`config.mk`:
```
export PLATFORM = sky130hd
export DESIGN_NAME = alu_control_seq
export DESIGN_NICKNAME = d
export VERILOG_FILES = /design/src/rtl/alu_control_seq.sv
export SDC_FILE = /design/constraint.sdc
export NUM_CORES = 1
export LEC_CHECK = 0
export BUFFER_PORTS_ARGS = -buffer_cell sky130_fd_sc_hd__clkbuf_2
export CORE_ASPECT_RATIO = 1.2
export CORE_UTILIZATION = 30
export DETAILED_ROUTE_END_ITERATION = 7
export PLACE_DENSITY_LB_ADDON = 0.3
export SLEW_MARGIN = 20
export SYNTH_ARGS = -nofsm -noshare
export SYNTH_HDL_FRONTEND = slang
export SYNTH_SLANG_ARGS = --single-unit
```
`constraint.sdc`:
```
create_clock -name clock -period 1.65 [get_ports clock]
set_input_delay 0.33 -clock clock [delete_from_list [all_inputs] [get_ports clock]]
set_output_delay 0.33 -clock clock [all_outputs]
set_load 0.02 [all_outputs]
```
`src/rtl/alu_control_seq.sv`:
```
// Registered ALU control decoder with a handshaked issue port and a
// multi-cycle mul/div sequencer that holds off issue while HI/LO is busy.
module alu_control_seq #(
  parameter int CTRL_W  = 4,
  parameter int MUL_LAT = 4,
  parameter int DIV_LAT = 8,
  parameter int CNT_W   = 4
) (
  input  logic              clock,
  input  logic              reset_n,
  input  logic              in_valid,
  output logic              in_ready,
  input  logic [3:0]        ALUOp,
  input  logic [5:0]        funct,
  output logic              out_valid,
  output logic [CTRL_W-1:0] alu_ctrl,
  output logic              PCregs,
  output logic              illegal,
  output logic              md_start,
  output logic              md_busy,
  output logic              md_done,
  output logic [1:0]        hilo_sel
);

  // state | meaning
  // IDLE  | accepting; decodes of accepted ops appear next cycle
  // BUSY  | mul/div in flight; cnt counts remaining busy cycles down to 1
  typedef enum logic {IDLE, BUSY} state_t;

  state_t           state;
  logic [CNT_W-1:0] cnt;

  logic [3:0] d_ctrl;
  logic       d_pc;
  logic       d_ill;
  logic       d_md;
  logic       d_div;
  logic [1:0] d_hilo;
  logic       accept;

  always_comb begin
    d_ctrl = 4'b0000;
    d_pc   = 1'b0;
    d_ill  = 1'b0;
    d_md   = 1'b0;
    d_div  = 1'b0;
    d_hilo = 2'b00;
    unique case (ALUOp)
      4'b0001:          d_ctrl = 4'b0001;
      4'b0010:          d_ctrl = 4'b1010;
      4'b0011:          d_ctrl = 4'b1011;
      4'b0100:          d_ctrl = 4'b1100;
      4'b0101, 4'b0110: d_ctrl = 4'b0010;
      4'b0111, 4'b1000: d_ctrl = 4'b0111;
      4'b1001:          d_ctrl = 4'b0000;
      4'b1010, 4'b1011: d_ctrl = 4'b0001;
      4'b1100, 4'b1101: d_ctrl = 4'b0000;
      4'b1111: begin
        unique case (funct)
          6'd32:        d_ctrl = 4'b0001;
          6'd34:        d_ctrl = 4'b0010;
          6'd36:        d_ctrl = 4'b1010;
          6'd37:        d_ctrl = 4'b1011;
          6'd38:        d_ctrl = 4'b1100;
          6'd39:        d_ctrl = 4'b1101;
          6'd42, 6'd43: d_ctrl = 4'b0111;
          6'd0:         d_ctrl = 4'b0011;
          6'd2:         d_ctrl = 4'b0100;
          6'd3:         d_ctrl = 4'b0110;
          6'd8:         d_pc   = 1'b1;
          6'd16:        d_hilo = 2'b01;
          6'd18:        d_hilo = 2'b10;
          6'd24, 6'd25: begin
            d_ctrl = 4'b1000;
            d_md   = 1'b1;
          end
          6'd26, 6'd27: begin
            d_ctrl = 4'b1001;
            d_md   = 1'b1;
            d_div  = 1'b1;
          end
          default:      d_ill  = 1'b1;
        endcase
      end
      default:          d_ill  = 1'b1;
    endcase
  end

  assign in_ready = (state == IDLE);
  assign accept   = in_valid && in_ready;
  assign md_busy  = (state == BUSY);
  assign md_done  = md_busy && (cnt == CNT_W'(1));

  always_ff @(posedge clock or negedge reset_n) begin
    if (!reset_n) begin
      state     <= IDLE;
      cnt       <= '0;
      out_valid <= 1'b0;
      alu_ctrl  <= '0;
      PCregs    <= 1'b0;
      illegal   <= 1'b0;
      md_start  <= 1'b0;
      hilo_sel  <= 2'b00;
    end else begin
      out_valid <= accept;
      md_start  <= accept && d_md;
      if (accept) begin
        alu_ctrl <= CTRL_W'(d_ctrl);
        PCregs   <= d_pc;
        illegal  <= d_ill;
        hilo_sel <= d_hilo;
      end
      unique case (state)
        IDLE: begin
          if (accept && d_md) begin
            state <= BUSY;
            cnt   <= d_div ? CNT_W'(DIV_LAT) : CNT_W'(MUL_LAT);
          end
        end
        BUSY: begin
          cnt <= cnt - CNT_W'(1);
          if (cnt <= CNT_W'(1)) begin
            state <= IDLE;
            cnt   <= '0;
          end
        end
        default: begin
          state <= IDLE;
          cnt   <= '0;
        end
      endcase
    end
  end

endmodule

```
==> results.md <==
* Clock Pin Slew Worst Setup and Hold Paths at 0.06 ns
* Leak pwr at 0.620 nW
* Drt initial violations at 46
* Die height at around 69 um
* Largest area contributor in the netlist: dfrtp_1
* Port bufs at 25
* Grt ovf at 0
* Final Skew at 0.00118 ns
* Yosys warning count at 0
* Inserted Clock Buffers at 3
* CTS max path bufs at 2
* Sum Neg Setup Slack at 0 ns
* Synth top area cells: dfrtp_1 (34%), nor2_1 (3.7%), nand2b_1 (2.8%)
* Post-Syn Area per Cell at 9.03 um^2
* Number of global-route vias before repair at 957
* Syn_nets at 138
* CP Max Fanout at 3
* CP endpoint kind: output pin
* Async SR Flop Fraction at 1.00
* Worst-Skew Late Latency at 0.24 ns
* Worst Max-Slew Pin Slew at 0.502 ns
* TritonCTS clock tree: done
* Startpoint Class: flip-flop
* Max Clk Rate at 632 MHz
* Initial cell density of the core at 0.324
* Core Region at approximately 0.0034 mm^2
* Synth Cell Area at 0.00111 mm^2
* Minimum clock period at 1.58 ns
* DRT antenna net count at 0
* Layout Nets at 168
* Post-synth EDFFs at 0
* Layout fillers at 361
* IO Count at 26
* Hold slack at -0.00216 ns
* Max cap viols at 0
* Outcome: finished with violations
* Layout area overhead at 20.7%
* FF+latch area at 375 um^2
* WL/cell at 13.9 um
* DR vias at roughly 1,000
* Global-route wire length before repair at about 4400 um
* Row count at 23
* # diodes at 0
* Via-to-Cell Ratio at around 5.4
* Pre-antenna DRT Iters at 6
* Unrepaired setup endpoints after global routing: false
* Post-layout total power at 891 uW
* Period utilisation layout at 0.959
* Setup CP Type: reg -> out
* HPWL after DPL at 2000 um
* Worst Path Arrival at 1.25 ns
* Worst EP required at 1.32 ns
* Final setup vio count at 0
* Dpl cells at 183
* H-tree depth at 1
* Tightest Hold Check Type: in -> async
* Fin. Hold Viols at 13
* Synthesis-stage register bit count at 15
* Unique masters post-synth at 46
* Post-synth top cells: dfrtp_1 (15), nor2_1 (11), nand2_1 (7)
* CTS Sinks at 15
* Initial antenna violation count at 0
* Pwr/cell area at roughly 660 mW/mm^2
* Multi-input gate area at 647 um^2
* Largest net degree at the start of global routing at 16
* Die ar. at 0.00395 mm^2
* Gpl congestion at 0.821
* # DRC at 2
* Root buffer cell: clkbuf_8
* Cell count after synthesis at approximately 120
* Post-synthesis sequential area ratio at 0.338
* Die W at 57.6 um
* Worst rel slew slack at 0.662
* All-layer global routing usage at 0.143
* Pins over their slew limit at 0
* Ys flop type: dfrtp_1
* Final wirelength at 2630 um
* Peak VDD IR at about 0.26 mV
* Final non-filler cell total at between 150 and 200
* Area share of the largest cell type after synthesis at 0.338
* Share of layout cells above drive strength 1 at 0.283
* Failing checks: design-rule violations, negative hold slack
* Cell with the most instances after synthesis: dfrtp_1
sequential cells by signal (all words and copies together), names as in the netlist:
name,count
cnt,4
illegal,1
md_start,1
out_valid,1
PCregs,1
alu_ctrl,4
hilo_sel,2
md_busy,1
area by class of cell:
type                       instances  share of cell area
clock buffer                       4              0.0336
inverter                           6              0.0187
multi-input combinational         92               0.482
sequential                        15               0.280
tap                               37              0.0345
timing repair buffer              35               0.151
report_power, final:
group | switching (mW) | internal (mW) | leakage [nW]
combinational | 0.119 | 0.0768 | 0.398
sequential | 0.0133 | 0.385 | 0.200
clock | 0.126 | 0.171 | 0.0228
path summary, 6_finish.rpt:
path                       cells after the start                    start  slack, ns                       to
setup / recovery                               5       cnt[1]$_DFFE_PN0P_       0.07                  md_done
hold / removal                                 1                  reset_n     -0.002       cnt[2]$_DFFE_PN0P_
setup reg to reg                               5       cnt[0]$_DFFE_PN0P_       0.17       cnt[3]$_DFFE_PN0P_
hold reg to reg                                1  hilo_sel[0]$_DFFE_PN0P_       0.49  hilo_sel[0]$_DFFE_PN0P_
max in group asynchronous                      1                  reset_n       1.38  alu_ctrl[1]$_DFFE_PN0P_
min in group clock                             3                 in_valid       0.44      out_valid$_DFF_PN0_
repair_timing:
item | CTS | global route
hold buffers | 0 | 0
setup buffers | 0 | 2
setup endpoints to repair | 0 | 1
resized for setup | 0 | 2
critical path: stages (launching register included):
cell and delay, ns:
dfrtp_1 0.39, inv_1 0.08, ha_1 0.16, nand2_1 0.06
nor3_1 0.15, buf_4 0.17
per-layer routing:
metal,wire length (um),global-route usage,share of wire
met1,1260,0.181,0.48
met2,1250,0.246,0.48
met3,106,0.0317,0.040
met4,10,0.0396,0.0038
met5,0,0,0
cell usage in the layout (no fill, tap or decap), types with 4 or more instances in the layout:
cell,netlist,routed
a31oi_1,4,4
nor2_1,11,11
clkbuf_2,0,24
a21oi_1,5,5
o21ai_0,4,4
nand2_1,7,7
nand2b_1,5,5
inv_1,5,5
nor3_1,6,6
dfrtp_1,15,15
buf_4,3,11
metrics by stage:
step / utilization / setup slack [ns] / instance area, um^2
final: 0.392 / 0.0677 / 1340
after global routing: 0.392 / 0.00228 / 1340
after CTS: 0.387 / 0.0342 / 1320
after detailed placement: 0.373 / 0.134 / 1280
after global placement: 0.373 / 0.176 / 1280
after floorplan: - / 0.216 / 1110
kinds of logic after synthesis:
group,Yosys count,synth area share
DFF,15,0.338
buffers and inverters,16,0.0800
AOI/OAI and AO/OA,34,0.240
and+or+nand+nor,50,0.270
muxes,2,0.0180
xor gates and xnor gates,4,0.0315
adders and majority gates,2,0.0225
Power figures use the tool's default switching activity.
